### config.mk
export PLATFORM = sky130hd
export DESIGN_NAME = move_input_conditioner
export DESIGN_NICKNAME = d
export VERILOG_FILES = /design/src/rtl/move_input_conditioner.sv
export SDC_FILE = /design/constraint.sdc
export NUM_CORES = 1
export LEC_CHECK = 0
export BUFFER_PORTS_ARGS = -buffer_cell sky130_fd_sc_hd__buf_2
export CAP_MARGIN = 25
export CORE_MARGIN = 5
export CORE_UTILIZATION = 40
export DETAILED_ROUTE_END_ITERATION = 6
export HOLD_SLACK_MARGIN = 0.1
export PLACE_DENSITY = 0.55
export SYNTH_ARGS = -nofsm -noshare
export SYNTH_HDL_FRONTEND = slang
export SYNTH_SLANG_ARGS = --single-unit
### constraint.sdc
create_clock -name Clk -period 2.7 [get_ports Clk]
set_input_delay 0.135 -clock Clk [delete_from_list [all_inputs] [get_ports Clk]]
set_output_delay 0.135 -clock Clk [all_outputs]
set_load 0.005 [all_outputs]
### src/rtl/move_input_conditioner.sv
// move_input_conditioner: turns four raw direction buttons into synchronised, debounced, single-cycle move pulses.
// Define MOVE_AUTOREPEAT_EN to re-issue a held move every REPEAT_CYCLES.
module move_input_conditioner #(
  parameter int DEBOUNCE_CYCLES = 1_000_000,
  parameter int REPEAT_CYCLES   = 25_000_000,
  parameter int CNT_W           = 25
) (
  input  logic Clk,
  input  logic Reset,
  input  logic BtnU,
  input  logic BtnD,
  input  logic BtnL,
  input  logic BtnR,
  input  logic accept,
  output logic up,
  output logic down,
  output logic left,
  output logic right,
  output logic pending,
  output logic q_Idle,
  output logic q_Debounce,
  output logic q_Armed,
  output logic q_Release
);
  localparam logic [3:0] IDLE     = 4'b0001;
  localparam logic [3:0] DEBOUNCE = 4'b0010;
  localparam logic [3:0] ARMED    = 4'b0100;
  localparam logic [3:0] RELEASE  = 4'b1000;
  localparam logic [CNT_W-1:0] CNT_LAST = CNT_W'(DEBOUNCE_CYCLES - 1);
  localparam logic [CNT_W-1:0] CNT_ONE  = CNT_W'(1);
  logic [3:0] sync1_q, sync1_d, sync2_q, sync2_d, s;
  logic [3:0] state_q, state_d;
  logic [3:0] pulse_q, pulse_d;
  logic [CNT_W-1:0] cnt_q, cnt_d;
  logic [1:0] dir_q, dir_d, prio;
  logic pending_q, pending_d;
  logic s_dir, any_s, cnt_last;
`ifdef MOVE_AUTOREPEAT_EN
  localparam logic [CNT_W-1:0] RPT_LAST = CNT_W'(REPEAT_CYCLES - 1);
  logic [CNT_W-1:0] rcnt_q, rcnt_d;
`else
  if (REPEAT_CYCLES < 2) begin : g_repeat_unused
  end
`endif
  assign sync1_d  = {BtnR, BtnL, BtnD, BtnU};
  assign sync2_d  = sync1_q;
  assign s        = sync2_q;
  assign s_dir    = s[dir_q];
  assign any_s    = |s;
  assign cnt_last = cnt_q == CNT_LAST;
  assign prio     = s[0] ? 2'd0 : s[1] ? 2'd1 : s[2] ? 2'd2 : 2'd3;
  always_comb begin
    state_d   = state_q;
    cnt_d     = cnt_q;
    dir_d     = dir_q;
    pending_d = pending_q;
    pulse_d   = '0;
`ifdef MOVE_AUTOREPEAT_EN
    rcnt_d    = rcnt_q;
`endif
    case (state_q)
      IDLE: if (any_s) begin
        dir_d   = prio;
        cnt_d   = '0;
        state_d = DEBOUNCE;
      end
      DEBOUNCE: begin
        cnt_d     = cnt_q + CNT_ONE;
        state_d   = !s_dir ? IDLE : cnt_last ? ARMED : DEBOUNCE;
        pending_d = s_dir && cnt_last;
      end
      ARMED: if (accept) begin
        pulse_d   = 4'b0001 << dir_q;
        pending_d = 1'b0;
        cnt_d     = '0;
        state_d   = RELEASE;
`ifdef MOVE_AUTOREPEAT_EN
        rcnt_d    = '0;
`endif
      end
      RELEASE: begin
        // Any button activity restarts the release window, not just the issued direction.
        cnt_d   = any_s ? '0 : cnt_q + CNT_ONE;
        state_d = (!any_s && cnt_last) ? IDLE : RELEASE;
`ifdef MOVE_AUTOREPEAT_EN
        rcnt_d = s_dir ? rcnt_q + CNT_ONE : '0;
        if (s_dir && rcnt_q == RPT_LAST) begin
          state_d   = ARMED;
          pending_d = 1'b1;
        end
`endif
      end
      default: state_d = IDLE;
    endcase
  end
  always_ff @(posedge Clk) begin
    if (Reset) begin
      sync1_q   <= '0;
      sync2_q   <= '0;
      state_q   <= IDLE;
      pulse_q   <= '0;
      cnt_q     <= '0;
      dir_q     <= '0;
      pending_q <= 1'b0;
    end else begin
      sync1_q   <= sync1_d;
      sync2_q   <= sync2_d;
      state_q   <= state_d;
      pulse_q   <= pulse_d;
      cnt_q     <= cnt_d;
      dir_q     <= dir_d;
      pending_q <= pending_d;
    end
  end
`ifdef MOVE_AUTOREPEAT_EN
  always_ff @(posedge Clk) begin
    if (Reset) rcnt_q <= '0;
    else rcnt_q <= rcnt_d;
  end
`endif
  assign {right, left, down, up} = pulse_q;
  assign pending = pending_q;
  assign {q_Release, q_Armed, q_Debounce, q_Idle} = state_q;
endmodule

After elaboration in Yosys (flattened, before gate mapping)

Index checks and enable logic that the tools add are counted.

Bits in registers: 44
Input port bits: 7
Output and inout bits: 9

Add/subtract/negate cells: 1
$lt $le $gt $ge: 1
Equality and inequality tests: 7
Shift operators: 1
Mux-type cells: 17
Bitwise gates (word level): 2
Reductions and logical operators: 11

Operators by type and width:

| cell                                                                         | count |
|---|---|
| 25-bit case mux with 4 select lines                                          | 1 |
| 25-bit two-way mux                                                           | 3 |
| 25-bit by 1-bit adder with 25-bit output, second input constant              | 1 |
| 25-bit by 20-bit == test with 1-bit output, second input constant            | 1 |
| 4-bit case mux with 4 select lines                                           | 1 |
| 4-bit two-way mux                                                            | 3 |
| 3-bit two-way mux                                                            | 2 |
| 2-bit AND reduction                                                          | 3 |
| 4-bit by 1-bit == test with 1-bit output, second input constant              | 1 |
| 4-bit by 2-bit == test with 1-bit output, second input constant              | 1 |
| 4-bit by 3-bit == test with 1-bit output, second input constant              | 1 |
| 4-bit == test, second input constant                                         | 1 |
| 2-bit two-way mux                                                            | 2 |
| 2-bit != test, second input constant                                         | 2 |
| 4-bit nonzero test                                                           | 1 |
| 4-bit OR reduction                                                           | 1 |
| 1-bit by 2-bit left shift with 4-bit output, first input constant            | 1 |
| 2-bit by 3-bit less-than comparator with 1-bit output, second input constant | 1 |
| 1-bit two-way mux                                                            | 3 |
| 3-bit AND reduction                                                          | 1 |
| 3-bit OR reduction                                                           | 1 |
| 1-bit binary-select mux with 2-bit select                                    | 1 |
| 1-bit logical AND                                                            | 2 |
| 1-bit inverter                                                               | 2 |
| 3 further kinds                                                              | 3 |

Longest topological paths before layout

Gate-level depths: netlist (run 1).

Depth in word-level cells: 5
Mapped depth: 8

Worst setup path after synthesis (run 1)

Ideal clock, no wire load.

Path kind: flip-flop to flip-flop
Start: reg state_q[1]
End: reg cnt_q[0]
Arrival: 1757 ps
Required time: 2583 ps
Slack: 826 ps
Cell stages (with the launch flop): 7
Clock period less this slack: 1874 ps
Path through: dfxtp_1 -> buf_2 -> or4b_2 -> a21oi_1 -> a211o_1 -> buf_2 -> nor2_1

Word-level cells in the longest chain between the ends: 3

RTL lines:

| what                                                                 | line | text |
|---|---|---|
| start, declared                                                      | 32   | `logic [3:0] state_q, state_d;` |
| start signal, assigned                                               | 108  | `state_q <= state_d;` |
| 4-bit by 3-bit == test with 1-bit output (tied with other cells)     | 61   | `case (state_q)` |
| 4-bit nonzero test (no source line) or 2-bit != test (tied branches) | n/a  |  |
| 3-bit AND reduction (no source line)                                 | n/a  |  |
| end signal, assigned                                                 | 110  | `cnt_q <= cnt_d;` |
| end, declared                                                        | 34   | `logic [CNT_W-1:0] cnt_q, cnt_d;` |

Several ways; a longest one is shown, not always the timed one.
A chain may end at the register's enable or synchronous reset.

Final worst setup path (run 1)

Start: reg state_q[3]
End: reg cnt_q[1]

The elaborated chain is that of the path after synthesis.

==> impl_metrics.ini, run 1 <==
[synthesis]
async_flop_share_pct = 0
yosysSeqAreaShare_pct = 43.2
netlist_instances = 230
synth_warnings = 0
synth_nets = 238
ys.flop_type = dfxtp_1
ys_seq_elements = 44
postSynthAreaPerCell_sq_um = 8.87
synth_area_sq_um = 2040
synth-edff-count = 0
ys_types = 40

[floorplan]
rows = 26
core-area_sq_um = 5040
io_pins = 16
start_util_pct = 40.5
die_x_um = 81.4
dieHeight_um = 81.4
dieArea_sq_um = 6630

[global_route]
grt_pass1_vias = 1479
grt_start_max_net_pins = 26
antenna_found_initial = 0
grt_use_total_pct = 13.7
grt_pass1_wl_um = 7140
overflow = 0

[clock_tree]
clk_latency_ns = 0.29
clkSinkCount = 44
clk_pin_slew_ns = 0.08
root_buffer = clkbuf_8
clockBufferDepth = 2
numCtsBuffers = 5
cts-resized-gates = 0
post_cts_buffers = 0
htree_levels = 2
tritoncts = yes

[worst_setup_path]
slowest_stage = o311ai_4
endpoint_kind = flip-flop
critical_path_class = flip-flop to flip-flop
crit_path_max_fanout = 15
worstPathCellList = and3b_1, o311ai_4, and2_4, mux2i_1, nor2_1
cpLargestDelayFamily = simple AND/OR/NAND/NOR gates
cp_num_buf_inv = 0
slowest_delay_ns = 0.67
r2r-end = cnt_q[1]$_SDFFE_PP0P_
crit_required_ns = 2.88
arrival_ns = 2.34
regToRegSetupSlack_ns = 0.54
regToRegStartpoint = state_q[3]$_SDFFE_PP0P_
r2r_cells = 5
start_kind = flip-flop

[placed_design]
dp_hpwl_um = 2920
placed_area_sq_um = 2190
port_buffers = 15
place_congestion = 0.759

[route]
dr.pass1.iters = 4
final_antenna_net_count = 0
wire_per_inst_um = 13.3
drcViolationCount = 0
drt_iter0_drc = 46
routed_via_density = 5.29
drt_wl_total_um = 4250
via_count = 1694

[min_path]
worst_hold_path.num_cells = 3
hp-class = input pin to flip-flop
min_from = accept
worstHoldEndpoint = state_q[2]$_SDFFE_PP0P_

[final_layout]
final_common_cell = dfxtp_1
num-nets-final = 257
final_cell_mix = dfxtp_1, nor2_1, nand2_1, xnor2_1, buf_2
drive_gt1_share_pct = 14.0
fin_util_pct = 46.3
diodes = 0
area_delta_synth_final_pct = 14.3
stdcell_area_sq_um = 2330

[pwr]
internal_power_mw = 0.981
p_total_mw = 1.28
switching_share_pct = 23.3
seqPwrFrac_pct = 53.3
ir_worst_vdd_mv = 0.277
p_sw_mw = 0.298
pwr_density_cell_nw_per_um2 = 548
p_comb_share_pct = 8.4
cellLeakagePower_nw = 0.754
p_clk_share_pct = 38.3

[timing]
hold_slack_ns = 0.173
finalHoldViolCount = 0
maxSlewViolCount = 0
finClkSkew_ns = 0.00685
finalCritPeriodShare_pct = 80.0
rsz0062_at_grt = no
slew_headroom_pct = 51.3
min_period_ns = 2.16
setup_violations = 0
finalSetupTns_ns = 0
worst_slew_pin_slew_ns = 0.728
fmax_ghz = 0.463

[run_status]
status = finished, final reports clean

[flow_run]
cap_viol_max_count = 0
==> metal layers <==
metal  global-route usage [%]  routed length, um
met2                     20.1               1830
met4                     5.07                 62
met5                        0                  0
met3                     3.51                164
met1                     19.3               2190
==> power by group through the flow <==
stage / Sequential, mW / Clock, mW / Combinational, mW
after floorplan: 0.690 / 0 / 0.0786
after global placement: 0.697 / 0 / 0.102
after detailed placement: 0.697 / 0 / 0.103
after CTS: 0.682 / 0.513 / 0.107
after global routing: 0.685 / 0.537 / 0.118
final: 0.682 / 0.490 / 0.107
==> worst max-delay path by stage <==
| stage | start | to | cells after the start |
|---|---|---|---|
| after floorplan | state_q[1]$_SDFFE_PP0P_ | cnt_q[0]$_SDFFE_PP0P_ | 6 |
| after global placement | state_q[3]$_SDFFE_PP0P_ | cnt_q[1]$_SDFFE_PP0P_ | 5 |
| after detailed placement | state_q[3]$_SDFFE_PP0P_ | cnt_q[1]$_SDFFE_PP0P_ | 5 |
| after CTS | state_q[3]$_SDFFE_PP0P_ | cnt_q[1]$_SDFFE_PP0P_ | 5 |
| after global routing | state_q[3]$_SDFFE_PP0P_ | cnt_q[23]$_SDFFE_PP0P_ | 5 |
| final | state_q[3]$_SDFFE_PP0P_ | cnt_q[1]$_SDFFE_PP0P_ | 5 |
==> state kept, by name, indices dropped and copies added (netlist names) <==
| register | count |
|---|---|
| cnt_q | 25 |
| dir_q | 2 |
| pending | 1 |
| pulse_q | 4 |
| s | 4 |
| state_q | 4 |
| sync1_q | 4 |
==> per-stage QoR <==
stage                     instances  setup slack, ns
final                           320            0.541
after global routing            320            0.360
after CTS                       320            0.576
after detailed placement        308            0.605
after global placement          308            0.630
after floorplan                 230            0.826
==> kinds of logic after synthesis <==
family	count (synthesis)	share of synthesized area [%]
AOI/OAI and AO/OA	43	15.3
xor gates and xnor gates	19	8.15
adders and majority gates	1	0.613
buffers and inverters	17	3.62
DFF	44	43.2
muxes	3	2.15
and+or+nand+nor	103	27.0
==> worst register-to-register path, stage by stage, from the launching register on <==
cell	delay, ns
dfxtp_1	0.50
and3b_1	0.28
o311ai_4	0.67
and2_4	0.35
mux2i_1	0.20
nor2_1	0.05
==> synth_stat cells, drive strengths merged, types with 4 or more instances <==
master	number	share of area [%]
a2111oi	7	3.3
a211oi	10	3.7
a21oi	13	3.2
and4	5	2.2
buf	9	2.1
dfxtp	44	43
inv	5	0.92
nand2	17	3.1
nand2b	4	1.2
nand3	9	2.2
nand4	7	2.1
nor2	27	5.0
nor2b	9	2.8
nor3	5	1.2
o21ai	7	1.7
or3	7	2.1
xnor2	17	7.3
==> area by class of cell <==
| type | count | area (sq um) |
|---|---|---|
| tap | 70 | 87.6 |
| multi-input combinational | 169 | 1090 |
| sequential | 44 | 881 |
| timing repair buffer | 24 | 153 |
| inverter | 5 | 18.8 |
| clock inverter | 2 | 35.0 |
| clock buffer | 6 | 72.6 |
| fill | 505 | 2710 |
==> repair_timing <==
item | CTS | global route
hold buffers | 4 | 0
hold endpoints to repair | 4 | 0
setup endpoints to repair | 0 | 0
(Power assumes the default switching activity.)
==> run 2: changes to the inputs <==
--- a/config.mk
+++ b/config.mk
@@ -5,13 +5,14 @@
 export SDC_FILE = /design/constraint.sdc
 export NUM_CORES = 1
 export LEC_CHECK = 0
+export ABC_AREA = 1
 export BUFFER_PORTS_ARGS = -buffer_cell sky130_fd_sc_hd__buf_2
 export CAP_MARGIN = 25
 export CORE_MARGIN = 5
 export CORE_UTILIZATION = 40
 export DETAILED_ROUTE_END_ITERATION = 6
 export HOLD_SLACK_MARGIN = 0.1
-export PLACE_DENSITY = 0.55
+export PLACE_DENSITY = 0.57
 export SYNTH_ARGS = -nofsm -noshare
 export SYNTH_HDL_FRONTEND = slang
 export SYNTH_SLANG_ARGS = --single-unit
==> constraint.sdc (replaced) <==
create_clock -name Clk -period 1.8 [get_ports Clk]
set_input_delay 0.09 -clock Clk [delete_from_list [all_inputs] [get_ports Clk]]
set_output_delay 0.09 -clock Clk [all_outputs]
set_load 0.005 [all_outputs]
==> run 2 against run 1 <==
Effect of this change: wire length up 32%; sequential power increased by 60%; worst setup slack got worse by 0.35 ns; register-to-register slack got worse by 0.35 ns; global-route usage increased by 2.2 points; final cell count increased by 50%; first-iteration DRC count grew 80%; fmax grew 34%; area after synthesis grew 18%; non-clock buffer count unchanged; sequential cell count stayed put; via count increased by 38%; critical path type unchanged; largest power group unchanged.
==> impl_metrics.ini, run 2 <==
[pwr]
internal_power_mw = 1.69
ir_worst_vdd_mv = 0.553
pwr_density_cell_nw_per_um2 = 954
seqPwrFrac_pct = 41.8
p_clk_share_pct = 28.7
switching_share_pct = 35.2
cellLeakagePower_nw = 1.23
p_sw_mw = 0.918
p_comb_share_pct = 29.4

[route]
wire_per_inst_um = 11.7
drt_wl_total_um = 5610
routed_via_density = 4.85
dr.pass1.iters = 4
drcViolationCount = 0
drt_iter0_drc = 83
via_count = 2331
final_antenna_net_count = 0

[worst_setup_path]
endpoint_kind = flip-flop
crit_path_max_fanout = 4
critical_path_class = flip-flop to flip-flop
start_kind = flip-flop
crit_required_ns = 2.03
arrival_ns = 1.84
regToRegSetupSlack_ns = 0.19

[floorplan]
rows = 28
start_util_pct = 40.8
die_x_um = 87.5
dieHeight_um = 87.5
core-area_sq_um = 5890
dieArea_sq_um = 7650
io_pins = 16

[final_layout]
layout.cells.non_filler = 481
num-nets-final = 413
stdcell_area_sq_um = 2730
final_cell_mix = nand2_1, nor2_1, inv_1
drive_gt1_share_pct = 12.1
top_register = cnt_q
final_common_cell = nand2_1
area_delta_synth_final_pct = 13.7
fin_util_pct = 46.4
regArea_sq_um = 881
multi_input_area_sq_um = 1270
diodes = 0
largest_register_ffs = 25
fill_cells = 631

[global_route]
grt_pass1_wl_um = 9700
grt_pass1_vias = 2164
antenna_found_initial = 0
grt_start_max_net_pins = 22
grt_use_total_pct = 15.9
overflow = 0

[clock_tree]
htree_levels = 2
root_buffer = clkbuf_8
clkSinkCount = 44
numCtsBuffers = 5
tritoncts = yes
clk_pin_slew_ns = 0.09
clockBufferDepth = 2
post_cts_buffers = 0
clk_latency_ns = 0.30

[placed_design]
dp_hpwl_um = 4210
placed_cells = 469
dp_slack_ns = 0.125
placed_area_sq_um = 2570
place_congestion = 0.907
port_buffers = 15

[synthesis]
yosysSeqAreaShare_pct = 36.7
async_flop_share_pct = 0
ys_seq_elements = 44
synth_warnings = 0
synthTopCellsByArea = dfxtp_1, nand2_1, nor2_1, inv_1, nand3_1
synth-edff-count = 0
ys.flop_type = dfxtp_1
synth_nets = 389
synth_top_area_share_pct = 36.7
yosysTopAreaCell = dfxtp_1
synth_common_cells = nand2_1, nor2_1, inv_1
synth_area_sq_um = 2400
ys_types = 27
postSynthAreaPerCell_sq_um = 6.30
netlist_instances = 381
yosysMostFrequentCell = nand2_1

[timing]
finalHoldViolCount = 0
min_period_ns = 1.61
setup_violations = 0
finalCritPeriodShare_pct = 89.4
fmax_ghz = 0.621
finalSetupTns_ns = 0
slew_headroom_pct = 80.8
rsz0062_at_grt = no
worst_slew_pin_slew_ns = 0.288
worst_slack_ns = 0.190
maxSlewViolCount = 0
finClkSkew_ns = 0.00921

[min_path]
hp-class = input pin to flip-flop

[run_status]
status = finished, final reports clean

[flow_run]
cap_viol_max_count = 0
run 2: cell count changes after synthesis, sizes merged, moves of 4 or more:
cell     change
nand4        +8
buf          -4
nand2b       -4
or3          -7
a211oi      -10
a2111oi      -7
nor2        +64
nor2b        -9
and4         -5
nand2       +81
inv         +49
nand3       +27
xnor2       -17
run 2: area by class of cell:
cell class / instances / area share, %
flip-flops and latches: 44 / 32.3
repair buffers: 24 / 6.05
well taps: 75 / 3.44
multi-input cells: 275 / 46.7
clock inverters: 2 / 1.28
clock buffers: 6 / 2.66
inverters: 55 / 7.65
run 2: metal layers:
layer  share of wire, %  vias up  global-route usage, %  wire length, um
met5                  0        -                      0                0
met4                1.5        0                   4.88               82
met3                3.0        8                   3.12              166
met2                 47       25                   25.9             2620
met1                 49     1057                   21.2             2740
li1                   -     1241                      -                -
run 2: cell families after synthesis:
logic type	count (synthesis)	synth area share [%]
and+or+nand+nor	249	45.5
buffers and inverters	62	10.8
DFF	44	36.7
AOI/OAI and AO/OA	22	5.37
xor gates and xnor gates	3	1.09
adders and majority gates	1	0.521
run 2: what timing repair did:
action,4_1_cts,5_1_grt
endpoints found under the hold margin,4,0
hold buffers,4,0
setup endpoints to repair,0,4
resized for setup,0,3
run 2: worst max-delay path, stage by stage (launching register included):
cell and delay, ns:
dfxtp_1 0.38, ha_1 0.23, nand3_2 0.13, nor2_4 0.16, nand3_1 0.15, nor2_2 0.17, nand3_1 0.11, nand2_1 0.07
nand2_1 0.04, nor2_1 0.10
run 2: power groups by stage:
stage          sequential [mW]  clock [mW]  combinational [mW]
3_3_place_gp              1.11           0               0.744
3_5_place_dp              1.11           0               0.750
4_1_cts                   1.09       0.774               0.756
2_1_floorplan             1.11           0               0.575
5_1_grt                   1.10       0.812               0.841
6_report                  1.09       0.748               0.766
run 2: worst paths after layout:
path / to / cells past startpoint / from
max: cnt_q[20]$_SDFFE_PP0P_ / 9 / cnt_q[0]$_SDFFE_PP0P_
min: state_q[2]$_SDFFE_PP0P_ / 4 / accept
max reg2reg: cnt_q[20]$_SDFFE_PP0P_ / 9 / cnt_q[0]$_SDFFE_PP0P_
min reg2reg: s[3]$_SDFF_PP0_ / 2 / sync1_q[3]$_SDFF_PP0_
run 2: through the flow:
| step | total power, mW | hold WS (ns) |
|---|---|---|
| floorplan | 1.68 | 0.197 |
| global placement | 1.85 | 0.289 |
| detailed placement | 1.86 | 0.297 |
| CTS | 2.62 | 0.162 |
| global route | 2.76 | 0.203 |
| finish | 2.60 | 0.172 |
